`src/rtl/ifft4_pkg.sv`:
```
// ifft4_pkg: shared types, sizes and arithmetic helpers for the 4-point
// inverse FFT datapath.
//
// Contents:
//   WIDTH / HALF   packed complex width and per-half width (Q1.11 halves)
//   SIZE / LOG2_SIZE  transform length and its log2 (stall_out delay)
//   sat12          clamp a 13-bit sum to the 12-bit signed range
//   rnd_shr1       (s+1)>>>1, halving with round-half-toward-+inf
//   reduce13       per-build reduction of a 13-bit stage result
//   neg_sat        saturating negate (used by the +j rotation)
//
// Build option: IFFT4_SCALE_EN selects rnd_shr1 scaling in reduce13,
// otherwise each stage saturates.
package ifft4_pkg;

  localparam int WIDTH     = 24;
  localparam int SIZE      = 4;
  localparam int HALF      = WIDTH / 2;
  localparam int LOG2_SIZE = $clog2(SIZE);

  typedef logic signed [HALF-1:0] half_t;
  typedef logic        [WIDTH-1:0] cplx_t;

  localparam half_t HALF_MAX = {1'b0, {(HALF-1){1'b1}}};
  localparam half_t HALF_MIN = {1'b1, {(HALF-1){1'b0}}};

  function automatic half_t sat12(input logic signed [HALF:0] s);
    logic signed [HALF:0] hi;
    logic signed [HALF:0] lo;
    half_t r;
    hi = {1'b0, HALF_MAX};
    lo = {1'b1, HALF_MIN};
    if (s > hi)      r = HALF_MAX;
    else if (s < lo) r = HALF_MIN;
    else             r = s[HALF-1:0];
    return r;
  endfunction

  // One extra bit of headroom so s+1 cannot wrap before the shift.
  function automatic half_t rnd_shr1(input logic signed [HALF:0] s);
    logic signed [HALF+1:0] t;
    t = {s[HALF], s} + {{(HALF+1){1'b0}}, 1'b1};
    return t[HALF:1];
  endfunction

  function automatic half_t reduce13(input logic signed [HALF:0] s);
`ifdef IFFT4_SCALE_EN
    return rnd_shr1(s);
`else
    return sat12(s);
`endif
  endfunction

  // -(-2048) is not representable in 12 bits, so it clamps to +2047.
  function automatic half_t neg_sat(input half_t v);
    half_t r;
    if (v == HALF_MIN) r = HALF_MAX;
    else               r = -v;
    return r;
  endfunction

endpackage

```
`src/rtl/ifft4_if.sv`:
```
// ifft4_if: frame bus for the 4-point inverse FFT.
//
// Signals:
//   stall          pipeline hold request from downstream
//   valid_in       x*_in carry a frame this cycle
//   x0_in..x3_in   frequency bins X[0]..X[3], packed {re, im}
//   valid_out      x*_out carry a frame
//   stall_out      stall delayed by LOG2(size) cycles
//   x0_out..x3_out time samples x[0]..x[3], natural order
//
// Modports: master drives the inputs of the transform, slave is the
// transform itself.
interface ifft4_if;
  import ifft4_pkg::*;

  logic  stall;
  logic  valid_in;
  cplx_t x0_in;
  cplx_t x1_in;
  cplx_t x2_in;
  cplx_t x3_in;
  logic  valid_out;
  logic  stall_out;
  cplx_t x0_out;
  cplx_t x1_out;
  cplx_t x2_out;
  cplx_t x3_out;

  modport master (
    output stall, valid_in, x0_in, x1_in, x2_in, x3_in,
    input  valid_out, stall_out, x0_out, x1_out, x2_out, x3_out
  );

  modport slave (
    input  stall, valid_in, x0_in, x1_in, x2_in, x3_in,
    output valid_out, stall_out, x0_out, x1_out, x2_out, x3_out
  );

endinterface

```
`src/rtl/ifft4_ibfly2.sv`:
```
// ibfly2: registered radix-2 inverse butterfly.
//
// Ports:
//   clk, rst   clock and asynchronous active-low reset
//   stall      high: output registers hold
//   mul_j      high: difference output is rotated by +j
//   a, b       packed complex operands
//   y0         reduce(a + b)
//   y1         reduce(a - b), optionally multiplied by +j
//
// Reduction of each 13-bit half follows IFFT4_SCALE_EN (see ifft4_pkg).
module ibfly2
  import ifft4_pkg::*;
(
  input  logic  clk,
  input  logic  rst,
  input  logic  stall,
  input  logic  mul_j,
  input  cplx_t a,
  input  cplx_t b,
  output cplx_t y0,
  output cplx_t y1
);

  half_t a_re, a_im, b_re, b_im;
  half_t dif_re_r, dif_im_r;
  logic signed [HALF:0] sum_re, sum_im, dif_re, dif_im;
  cplx_t y0_d, y1_d;
  cplx_t y0_q, y1_q;

  always_comb begin
    a_re   = a[WIDTH-1:HALF];
    a_im   = a[HALF-1:0];
    b_re   = b[WIDTH-1:HALF];
    b_im   = b[HALF-1:0];
    sum_re = {a_re[HALF-1], a_re} + {b_re[HALF-1], b_re};
    sum_im = {a_im[HALF-1], a_im} + {b_im[HALF-1], b_im};
    dif_re = {a_re[HALF-1], a_re} - {b_re[HALF-1], b_re};
    dif_im = {a_im[HALF-1], a_im} - {b_im[HALF-1], b_im};
    dif_re_r = reduce13(dif_re);
    dif_im_r = reduce13(dif_im);
    y0_d = {reduce13(sum_re), reduce13(sum_im)};
    // +j rotation (re, im) -> (-im, re) is applied after reduction.
    if (mul_j) y1_d = {neg_sat(dif_im_r), dif_re_r};
    else       y1_d = {dif_re_r, dif_im_r};
    if (stall) begin
      y0_d = y0_q;
      y1_d = y1_q;
    end
  end

  always_ff @(posedge clk or negedge rst) begin
    if (!rst) begin
      y0_q <= '0;
      y1_q <= '0;
    end else begin
      y0_q <= y0_d;
      y1_q <= y1_d;
    end
  end

  assign y0 = y0_q;
  assign y1 = y1_q;

endmodule

```
`src/rtl/ifft4.sv`:
```
// ifft4: four-point inverse FFT, three-stage registered pipeline
// (input register P0 -> butterfly stage 0 P1 -> butterfly stage 1 P2).
//
// Ports:
//   clk   single clock, rising edge
//   rst   asynchronous active-low reset
//   bus   ifft4_if.slave: stall, valid_in, x0..x3_in in;
//         valid_out, stall_out, x0..x3_out out
//
// Build option: IFFT4_SCALE_EN halves every stage (true 1/4-scaled IDFT);
// without it each stage saturates and the output is the unscaled sum.
module ifft4
  import ifft4_pkg::*;
(
  input  logic    clk,
  input  logic    rst,
  ifft4_if.slave  bus
);

  cplx_t [3:0] x_d, x_q;
  logic  [2:0] valid_d, valid_q;
  logic  [LOG2_SIZE-1:0] stall_pipe_d, stall_pipe_q;
  cplx_t a1_0, a1_1, a1_2, a1_3;
  cplx_t a2_0, a2_1, a2_2, a2_3;

  // Input capture and valid tracking freeze on stall; the stall_out
  // delay line deliberately keeps shifting so downstream sees the delay.
  always_comb begin
    x_d          = {bus.x3_in, bus.x2_in, bus.x1_in, bus.x0_in};
    valid_d      = {valid_q[1:0], bus.valid_in};
    stall_pipe_d = {stall_pipe_q[LOG2_SIZE-2:0], bus.stall};
    if (bus.stall) begin
      x_d     = x_q;
      valid_d = valid_q;
    end
  end

  always_ff @(posedge clk or negedge rst) begin
    if (!rst) begin
      x_q          <= '0;
      valid_q      <= '0;
      stall_pipe_q <= '0;
    end else begin
      x_q          <= x_d;
      valid_q      <= valid_d;
      stall_pipe_q <= stall_pipe_d;
    end
  end

  ibfly2 u_s0_even (.clk(clk), .rst(rst), .stall(bus.stall), .mul_j(1'b0),
                    .a(x_q[0]), .b(x_q[2]), .y0(a1_0), .y1(a1_2));
  ibfly2 u_s0_odd  (.clk(clk), .rst(rst), .stall(bus.stall), .mul_j(1'b1),
                    .a(x_q[1]), .b(x_q[3]), .y0(a1_1), .y1(a1_3));
  ibfly2 u_s1_lo   (.clk(clk), .rst(rst), .stall(bus.stall), .mul_j(1'b0),
                    .a(a1_0), .b(a1_1), .y0(a2_0), .y1(a2_1));
  ibfly2 u_s1_hi   (.clk(clk), .rst(rst), .stall(bus.stall), .mul_j(1'b0),
                    .a(a1_2), .b(a1_3), .y0(a2_2), .y1(a2_3));

  // Stage 1 produces bit-reversed order; swap the middle pair here.
  assign bus.x0_out    = a2_0;
  assign bus.x1_out    = a2_2;
  assign bus.x2_out    = a2_1;
  assign bus.x3_out    = a2_3;
  assign bus.valid_out = valid_q[2];
  assign bus.stall_out = stall_pipe_q[LOG2_SIZE-1];

endmodule

```
`src/flat_wrapper.sv`:
```
// flat-port wrapper written by rule: the top's interface ports become plain ports
module ifft4_flat import ifft4_pkg::*;
  (clk, rst, bus_stall, bus_valid_in, bus_x0_in, bus_x1_in, bus_x2_in, bus_x3_in, bus_valid_out, bus_stall_out, bus_x0_out, bus_x1_out, bus_x2_out, bus_x3_out);
  ifft4_if bus_i ();
  input  logic clk;
  input  logic rst;
  input wire logic [$bits(bus_i.stall)-1:0] bus_stall;
  input wire logic [$bits(bus_i.valid_in)-1:0] bus_valid_in;
  input wire logic [$bits(bus_i.x0_in)-1:0] bus_x0_in;
  input wire logic [$bits(bus_i.x1_in)-1:0] bus_x1_in;
  input wire logic [$bits(bus_i.x2_in)-1:0] bus_x2_in;
  input wire logic [$bits(bus_i.x3_in)-1:0] bus_x3_in;
  output wire logic [$bits(bus_i.valid_out)-1:0] bus_valid_out;
  output wire logic [$bits(bus_i.stall_out)-1:0] bus_stall_out;
  output wire logic [$bits(bus_i.x0_out)-1:0] bus_x0_out;
  output wire logic [$bits(bus_i.x1_out)-1:0] bus_x1_out;
  output wire logic [$bits(bus_i.x2_out)-1:0] bus_x2_out;
  output wire logic [$bits(bus_i.x3_out)-1:0] bus_x3_out;
  assign bus_i.stall = bus_stall;
  assign bus_i.valid_in = bus_valid_in;
  assign bus_i.x0_in = bus_x0_in;
  assign bus_i.x1_in = bus_x1_in;
  assign bus_i.x2_in = bus_x2_in;
  assign bus_i.x3_in = bus_x3_in;
  assign bus_valid_out = bus_i.valid_out;
  assign bus_stall_out = bus_i.stall_out;
  assign bus_x0_out = bus_i.x0_out;
  assign bus_x1_out = bus_i.x1_out;
  assign bus_x2_out = bus_i.x2_out;
  assign bus_x3_out = bus_i.x3_out;
  ifft4 u_core (.clk(clk), .rst(rst), .bus(bus_i));
endmodule
```
`config.mk`:
```
export PLATFORM = sky130hd
export DESIGN_NAME = ifft4_flat
export DESIGN_NICKNAME = d
export VERILOG_FILES = /design/src/rtl/ifft4_pkg.sv /design/src/rtl/ifft4_if.sv /design/src/rtl/ifft4_ibfly2.sv /design/src/rtl/ifft4.sv /design/src/flat_wrapper.sv
export SDC_FILE = /design/constraint.sdc
export NUM_CORES = 1
export LEC_CHECK = 0
export ABC_AREA = 1
export ABC_CLOCK_PERIOD_IN_PS = 3300
export CAP_MARGIN = 30
export CORE_MARGIN = 2
export CORE_UTILIZATION = 52
export DETAILED_ROUTE_END_ITERATION = 8
export PLACE_DENSITY = 0.71
export SLEW_MARGIN = 0
export SYNTH_ARGS = -nofsm -noshare
export SYNTH_HDL_FRONTEND = slang
export SYNTH_HIERARCHICAL = 1
export SYNTH_SLANG_ARGS = --single-unit
```
`constraint.sdc`:
```
create_clock -name clk -period 3.3 [get_ports clk]
set_clock_uncertainty 0.05 [all_clocks]
set_input_delay 0.825 -clock clk [delete_from_list [all_inputs] [get_ports clk]]
set_output_delay 0.825 -clock clk [all_outputs]
set_load 0.01 [all_outputs]
```
==> results.toml, run 1 <==
[logic_synthesis]
synth_top_cell_area_share_pct = 31.0
syn_area_um2 = 23600
yosys-top-cells-area = "dfrtp_1 (31%), nand2_1 (17%), ha_1 (10%)"
yosysSeqAreaShare_pct = 31.0
yosys_warnings = 6
yosys-top-cells-count = "nand2_1 (1075), inv_1 (364), dfrtp_1 (293), nor2_1 (272), ha_1 (196)"
synth_cell_type_count = 50
synth_edf_count = 0
synth_flop_cell = "dfrtp_1"
async_reset_ff_share_pct = 100
avgSynthCellArea_um2 = 7.02
yosys_register_bits = 293
synthCells = 3367
synth_largest_area_cell = "dfrtp_1"
yosysMostFrequentCell = "nand2_1"

[critical_path]
r2r-start = "u_core/x_q[48]"
timing.rr.end = "u_core/u_s0_even/y1[8]"
worst_setup_path_start_kind = "register"
worst_ep_required_time_ps = 3670
crit_fanout = 11
arrival_ps = 3400
r2r_slack_ps = 280
crit_path_end_kind = "register"
worstSetupEndpoint = "u_core/u_s0_even/y1[8]"
crit_type = "register to register"
r2r_cells = 16
crit_start = "u_core/x_q[48]"

[power]
internal_power_w = 0.0132
ir_worst_vdd_mv = 0.507
powerDensity_nw_per_um2 = 985
leakagePower_nw = 14.3
power.share.clock_pct = 14.1
power_w = 0.0267
comb_power_share_pct = 64.5
pwr-share-seq_pct = 21.3
swShare_pct = 50.6
p_sw_w = 0.0135

[cells_and_area]
multi_input_area_um2 = 14100
nNetsFinal = 3831
area_growth_pct = 14.9
fillers = 4384
seq_area_um2 = 7330
post-route-util_pct = 60.2
drive_gt1_share_pct = 7.11
antenna_cells = 0

[place]
portBuffers = 197
place_congestion = 0.935
place_hpwl_um = 54400

[sta]
max_freq_ghz = 0.331
worstMarginPinSlew_ps = 747
drv_slew = 0
hold_violations = 0
layout_min_cycle_time_ps = 3020
rsz0062_at_grt = "no"
relSlewSlack_pct = 50.1
fin_crit_sh_pct = 91.6
setup_viol_count_final = 0
tns_ps = 0

[cts]
numCtsBuffers = 35
clkSinkCount = 293
cts_tree = "yes"
htree_levels = 2
hold_buffers = 0
cts.clk_slew.worst_paths_ps = 60
clkLatencyLatePin_ps = 560
clock-root-buffer = "clkbuf_16"
cts_max_path_buffers = 3

[floorplanning]
io_pins = 198
dieArea_um2 = 47200
die_h_um = 217
design.core.area_um2 = 45100
core.rowCount = 78
start_util_pct = 52.4
die_w_um = 217

[job]
cap_violations = 0

[grt]
grt_pass1_wl_um = 111000
grt_usage_pct = 29.3
grt_start_max_net_pins = 90
grt_pass1_vias = 20900
antenna_found_initial = 0
grt-ovfl-total = 0

[hold_path]
hold_class = "input port to asynchronous set/reset pin"

[detailed_routing]
wl_per_cell_um = 16.6
drc = 0
wl_um = 68900
drt-initial-drc-count = 1791
drtPass1Iterations = 6
via_per_inst = 5.25
via_count = 21800
ant_nets = 0

[outcome]
status = "completed"
## cells by family (layout without fill, tap and decap cells)
| logic type | count (synthesis) | in the layout | synth area share [%] |
|---|---|---|---|
| and+or+nand+nor | 1688 | 1688 | 30.3 |
| adders and majority gates | 212 | 212 | 11.7 |
| AOI/OAI and AO/OA | 493 | 493 | 11.5 |
| DFF | 293 | 293 | 31.0 |
| xor gates and xnor gates | 157 | 157 | 5.85 |
| other | 2 | 14 | 0.0318 |
| buffers and inverters | 522 | 686 | 9.56 |
## metal layers
layer,part of all wire [%],up-vias,GRT usage [%]
met2,44,604,45.0
met5,0,-,0
met1,48,10100,43.0
li1,-,10900,-
met4,3.0,0,8.79
met3,5.1,108,4.07
## worst min-delay path by stage
stage / slack, ps / end / start / depth (start not counted)
2_1_floorplan: 280 / u_core/stall_pipe_q[1] / u_core/stall_pipe_q[0] / 0
3_3_place_gp: 280 / u_core/stall_pipe_q[1] / u_core/stall_pipe_q[0] / 0
3_5_place_dp: 300 / u_core/stall_pipe_q[1] / u_core/stall_pipe_q[0] / 0
4_1_cts: 220 / u_core/x_q[0] / rst / 1
5_1_grt: 220 / u_core/x_q[0] / rst / 1
6_report: 180 / u_core/x_q[0] / rst / 1
## cells in the final DEF, fill, tap and decap left out, types with 4 or more instances in the layout
master           instances
nand2_1               1073
inv_1                  364
dfrtp_1                293
nor2_1                 272
clkdlybuf4s50_1        195
ha_1                   195
o21ai_0                192
a21oi_1                179
nand3_1                159
xor2_1                 126
nand2_2                 58
buf_4                   44
nand4_1                 40
clkbuf_16               37
xnor2_1                 30
o21ai_1                 27
a31oi_1                 26
nor2_2                  17
nor2_4                  16
fa_1                    16
nor3_1                  15
nand3_2                 14
conb_1                  14
nand2_4                 12
inv_2                   11
a21o_1                  11
clkbuf_1                 9
a22o_1                   9
clkbuf_8                 7
o21ai_2                  7
a211oi_1                 7
a22oi_1                  7
a21oi_2                  6
clkinv_2                 5
buf_12                   5
o21bai_1                 5
o31ai_1                  4
## registers in the layout, indices dropped and copies added (netlist names), 24 cells and up
name / cells
u_core/u_s0_even/y0: 24
u_core/u_s0_even/y1: 24
u_core/u_s0_odd/y0: 24
u_core/u_s0_odd/y1: 24
u_core/u_s1_hi/y0: 24
u_core/u_s1_hi/y1: 24
u_core/u_s1_lo/y0: 24
u_core/u_s1_lo/y1: 24
u_core/x_q: 96
## critical path, stage by stage (launching register included)
cell	delay, ps
dfrtp_1	400
ha_1	250
fa_1	400
inv_1	90
nand2_1	70
nand2_1	90
nand3_2	70
nand2_2	110
nand2_2	60
nand2_1	60
nand2_1	60
nand2_2	100
nand2_2	190
nand2_2	180
nand2_1	100
o21ai_0	490
o21ai_0	140
## layout make-up
class	count	share of cell area, %
multi-input cells	2564	52.0
flip-flops and latches	293	27.0
repair buffers	246	8.89
inverters	379	5.25
clock buffers	52	3.84
well taps	600	2.77
clock inverters	9	0.212
## through the flow
stage / instances / area (µm²) / setup WS, ps / hold WS, ps
finish: 4143 / 27100 / 278 / 180
CTS: 4140 / 27100 / 117 / 216
global route: 4143 / 27100 / 5.12 / 221
floorplan: 3379 / 23700 / 445 / 281
global placement: 4079 / 26000 / 219 / 282
detailed placement: 4079 / 26000 / 152 / 296
## power by group through the flow
stage	Combinational (W)	Clock, W	Sequential, W
floorplan	0.0120	0	0.00572
global placement	0.0167	0	0.00571
detailed placement	0.0169	0	0.00577
CTS	0.0170	0.00385	0.00572
global route	0.0192	0.00399	0.00585
finish	0.0173	0.00377	0.00571
## repair_timing
item,4_1_cts,5_1_grt
setup endpoints to repair,0,20
gates resized for setup,0,9
buffers inserted,0,3
Note: power is estimated with default switching activity, not from simulation.
==> run 2, diff against run 1 <==
--- a/config.mk
+++ b/config.mk
@@ -11,7 +11,10 @@
 export CORE_MARGIN = 2
 export CORE_UTILIZATION = 52
 export DETAILED_ROUTE_END_ITERATION = 8
+export GPL_TIMING_DRIVEN = 0
 export PLACE_DENSITY = 0.71
+export REMOVE_ABC_BUFFERS = 1
+export SETUP_SLACK_MARGIN = 0.05
 export SLEW_MARGIN = 0
 export SYNTH_ARGS = -nofsm -noshare
 export SYNTH_HDL_FRONTEND = slang
==> run 2 against run 1 <==
Sequential share of layout area about the same. Global-route usage is 2.6 points lower. Worst hold slack worse by 31 ps. Final cell count is 0.77% lower. Core utilization barely moved. Critical endpoint is now u_core/u_s0_odd/y1[19]. Largest cell class unchanged.
==> results.toml, run 2 (synthesized netlist as in run 1, its figures left out) <==
[outcome]
status = "completed"

[critical_path]
crit_type = "register to register"
crit_path_end_kind = "register"
crit_fanout = 18
worst_ep_required_time_ps = 3690
cpMaxStageDelayCell = "dfrtp_1"
crit_chain = "ha_1 -> fa_1 -> inv_1 -> nand3_1 -> nand2_2 -> nand3_1 -> nand3_1 -> nand2_1 -> nand2_4 -> nand2_8 -> nand2_4 -> nand2_8 -> ha_4 -> nand2_2 -> nor2_4 -> nand3_2 -> nand2_2 -> buf_4 -> a21oi_1 -> o21ai_1"
max_stage_delay_ps = 430
arrival_ps = 3450
worst_setup_path_start_kind = "register"

[grt]
grt_pass1_wl_um = 103000
grt_start_max_net_pins = 115
grt_usage_pct = 26.7
grt-ovfl-total = 0
antenna_found_initial = 1
grt_pass1_vias = 20500

[power]
leakagePower_nw = 14.2
power_w = 0.0268
ir_worst_vdd_mv = 0.518
powerDensity_nw_per_um2 = 986

[cells_and_area]
final_common_cell = "nand2_1"
drive_gt1_share_pct = 6.95
area_growth_pct = 14.9
layout_common_cells = "nand2_1 (1064), inv_1 (364), dfrtp_1 (292), nor2_1 (272), clkdlybuf4s50_1 (195)"
largest_reg_flops = 96
finalInstanceArea_um2 = 27100
nNetsFinal = 3797
regMostFlops = "u_core/x_q"

[sta]
rsz0062_at_grt = "yes"
worstMarginPinSlew_ps = 1030
setup_viol_count_final = 0
hold_slack_ps = 150
drv_slew = 0
relSlewSlack_pct = 31.3
layout_min_cycle_time_ps = 3070
hold_violations = 0
fin_crit_sh_pct = 92.9
max_freq_ghz = 0.326
setup_slack_ps = 234
tns_ps = 0

[cts]
clkLatencyLatePin_ps = 570
cts_max_path_buffers = 3
clkSinkCount = 293
cts.clk_slew.worst_paths_ps = 60
htree_levels = 2
numCtsBuffers = 36
clock-root-buffer = "clkbuf_16"
cts_tree = "yes"

[place]
portBuffers = 197
place_congestion = 0.911
dpl-instance-area_um2 = 25700
place_hpwl_um = 49400
dp_slack_ps = -64.7

[detailed_routing]
via_per_inst = 5.20
via_count = 21400
wl_um = 63300
drtPass1Iterations = 6
ant_nets = 0
drt-initial-drc-count = 1492
wl_per_cell_um = 15.4
drc = 0

[floorplanning]
core.rowCount = 78
die_h_um = 217
die_w_um = 217
io_pins = 198
start_util_pct = 52.4
design.core.area_um2 = 45100
dieArea_um2 = 47200

[job]
cap_violations = 0

[hold_path]
hold_class = "input port to asynchronous set/reset pin"
==> run 2: power breakdown <==
part           internal, W  switching (W)
clock network      0.00241        0.00157
logic              0.00621         0.0109
registers          0.00473       0.000942
total               0.0133         0.0134
==> run 2: cell type report <==
| class | count | area (µm²) |
|---|---|---|
| diodes | 1 | 2.50 |
| clock buffers | 49 | 1060 |
| clock inverters | 14 | 138 |
| fillers | 4308 | 17900 |
| inverters | 379 | 1430 |
| multi-input cells | 2564 | 14200 |
| flip-flops and latches | 293 | 7330 |
| well taps | 600 | 751 |
| repair buffers | 211 | 2210 |
==> run 2: stage by stage <==
step           utilization, %  instances
6_report                 60.2       4111
5_1_grt                  60.2       4110
4_1_cts                  59.7       4101
3_5_place_dp             57.0       4038
3_3_place_gp             56.7       4033
2_1_floorplan               -       3236
==> run 2: worst max-delay path, delay by kind of cell, from the launching register on <==
kind / cells / cell delay (ps)
AND/OR/NAND/NOR: 13 / 1200
adder cells (fa/ha/maj): 3 / 780
flip-flops: 1 / 430
buffers and inverters: 2 / 230
AO/OA/AOI/OAI: 2 / 240
==> run 2: final timing paths <==
kind	from	to	slack, ps	cells past startpoint
setup / recovery	u_core/x_q[72]	u_core/u_s0_odd/y1[19]	230	20
hold / removal	rst	u_core/x_q[51]	150	1
setup reg to reg	u_core/x_q[72]	u_core/u_s0_odd/y1[19]	230	20
hold reg to reg	u_core/stall_pipe_q[0]	u_core/stall_pipe_q[1]	310	0
max in group asynchronous	rst	u_core/x_q[12]	1660	3
min in group clk	u_core/stall_pipe_q[0]	u_core/stall_pipe_q[1]	310	0
==> run 2: layer usage <==
metal	wire length [µm]	vias to the layer above	part of all wire, %	global-route usage, %
met5	0	-	0	0
met4	1720	0	2.7	8.70
met3	2740	99	4.3	2.71
met2	29000	480	46	43.6
met1	29900	9926	47	37.3
li1	-	10900	-	-
==> run 2: timing repair <==
item                       4_1_cts  5_1_grt
setup endpoints to repair       11       57
pin swaps                        0       10
cloned                           0        0
hold buffers                     0        0
gates resized for setup          3       35
buffers inserted                 0        8
==> run 3, diff against run 2 <==
--- a/config.mk
+++ b/config.mk
@@ -11,7 +11,6 @@
 export CORE_MARGIN = 2
 export CORE_UTILIZATION = 52
 export DETAILED_ROUTE_END_ITERATION = 8
-export GPL_TIMING_DRIVEN = 0
 export PLACE_DENSITY = 0.71
 export REMOVE_ABC_BUFFERS = 1
 export SETUP_SLACK_MARGIN = 0.05
==> run 3 against run 2 <==
Highest routed layer unchanged. Non-clock buffer count is 18 higher. Register-to-register slack better by 90 ps. Critical endpoint is now u_core/u_s0_odd/y1[21]. Via count is 1.6% higher. Sequential power hardly changed.
==> results.toml, run 3 (synthesized netlist as in run 1, its figures left out) <==
[detailed_routing]
wl_per_cell_um = 15.8
via_count = 21700
wl_um = 65400
drt-initial-drc-count = 1536
drc = 0
ant_nets = 0
via_per_inst = 5.26
drtPass1Iterations = 6

[hold_path]
hold_class = "input port to asynchronous set/reset pin"

[job]
cap_violations = 0

[sta]
setup_viol_count_final = 0
drv_slew = 0
relSlewSlack_pct = 52.0
layout_min_cycle_time_ps = 2980
fin_crit_sh_pct = 90.3
worstMarginPinSlew_ps = 719
max_freq_ghz = 0.336
rsz0062_at_grt = "no"
hold_violations = 0
tns_ps = 0
hold_slack_ps = 161

[power]
powerDensity_nw_per_um2 = 984
leakagePower_nw = 14.2
pwr-share-seq_pct = 21.3
power.share.clock_pct = 14.5
ir_worst_vdd_mv = 0.522
swShare_pct = 50.4
comb_power_share_pct = 64.2
internal_power_w = 0.0132
p_sw_w = 0.0134

[cells_and_area]
drive_gt1_share_pct = 6.77
largest_reg_flops = 96
final_common_cell = "nand2_1"
regMostFlops = "u_core/x_q"
nNetsFinal = 3815
layout_common_cells = "nand2_1 (1073), inv_1 (364), dfrtp_1 (293), nor2_1 (272), clkdlybuf4s50_1 (195)"
area_growth_pct = 14.6
finalInstanceArea_um2 = 27100
antenna_cells = 0

[grt]
grt_start_max_net_pins = 89
grt_pass1_vias = 21000
grt_usage_pct = 27.9
antenna_found_initial = 1
grt_pass1_wl_um = 107000
grt-ovfl-total = 0

[cts]
numCtsBuffers = 36
cts.clk_slew.worst_paths_ps = 60
cts_max_path_buffers = 3
clkLatencyLatePin_ps = 570
hold_buffers = 0
cts_tree = "yes"
htree_levels = 2
clock-root-buffer = "clkbuf_16"
clkSinkCount = 293

[critical_path]
worst_setup_path_start_kind = "register"
crit_fanout = 12
cpMaxStageDelayCell = "fa_1"
max_stage_delay_ps = 380
crit_top_cell = "nand2_1"
crit_chain = "inv_1 -> ha_1 -> fa_1 -> inv_1 -> nand2_1 -> nand2_1 -> nand3_1 -> nand2_2 -> nand2_2 -> nand2_1 -> nand2_1 -> nand2_4 -> nand2_8 -> nand2_2 -> ha_2 -> nand2_2 -> nor2_4 -> nand3_2 -> nand2_2 -> inv_2 -> nand2_1 -> nand3_1 -> nand2_1"
r2r_cells = 23
crit_start = "u_core/x_q[24]"
worstSetupEndpoint = "u_core/u_s0_odd/y1[21]"
crit_type = "register to register"
arrival_ps = 3420
timing.rr.end = "u_core/u_s0_odd/y1[21]"
worst_ep_required_time_ps = 3740
crit_path_end_kind = "register"
r2r_slack_ps = 320
r2r-start = "u_core/x_q[24]"

[floorplanning]
die_h_um = 217
die_w_um = 217
io_pins = 198
design.core.area_um2 = 45100
start_util_pct = 52.4
core.rowCount = 78
dieArea_um2 = 47200

[outcome]
status = "completed"

[place]
place_congestion = 0.906
place_hpwl_um = 51600
portBuffers = 197
dpl-instance-area_um2 = 25900
## run 3: cell type report
class | count | area, µm²
Timing Repair Buffer | 229 | 2320
Inverter | 379 | 1430
Clock inverter | 11 | 95.1
Tap cell | 600 | 751
Fill cell | 4348 | 18000
Multi-Input combinational cell | 2564 | 14100
Clock buffer | 53 | 1040
Sequential cell | 293 | 7330
## run 3: worst min path at each step
stage	startpoint	to	slack, ps	cells past startpoint
6_report	rst	u_core/x_q[3]	160	1
5_1_grt	rst	u_core/x_q[51]	180	1
3_3_place_gp	u_core/stall_pipe_q[0]	u_core/stall_pipe_q[1]	280	0
3_5_place_dp	u_core/stall_pipe_q[0]	u_core/stall_pipe_q[1]	290	0
2_1_floorplan	u_core/stall_pipe_q[0]	u_core/stall_pipe_q[1]	280	0
4_1_cts	rst	u_core/x_q[5]	150	1
## run 3: power groups by stage
stage	Sequential [W]	Combinational (W)	Clock, W
3_3_place_gp	0.00568	0.0166	0
5_1_grt	0.00582	0.0192	0.00409
4_1_cts	0.00569	0.0169	0.00395
6_report	0.00567	0.0171	0.00386
3_5_place_dp	0.00573	0.0168	0
2_1_floorplan	0.00572	0.0115	0
## run 3: critical path: cells and delay by family, from the launching register on
family                   cells  cell delay [ps]
flip-flops                   1              360
AND/OR/NAND/NOR             17             1480
adder cells (fa/ha/maj)      3              810
buffers and inverters        3              220
## run 3: timing repair
action	4_1_cts	5_1_grt
resized for setup	0	12
endpoints found under the hold margin	0	0
buffers inserted	0	1
setup endpoints to repair	0	20
## run 3: metrics by stage
step / setup WS, ps / total power [W] / util, % / instances
after floorplan: 458 / 0.0172 / - / 3236
after global routing: 48.4 / 0.0291 / 60.1 / 4129
after detailed placement: 149 / 0.0225 / 57.4 / 4064
after global placement: 165 / 0.0223 / 57.4 / 4064
final: 321 / 0.0266 / 60.1 / 4129
after CTS: 137 / 0.0265 / 60.0 / 4128
## run 3: routing by layer
layer | global-route usage, % | up-vias | wire length (µm)
met5 | 0 | - | 0
met4 | 6.78 | 0 | 1430
met3 | 3.33 | 82 | 3190
met2 | 46.4 | 530 | 30500
met1 | 38.9 | 10200 | 30200
li1 | - | 10900 | -
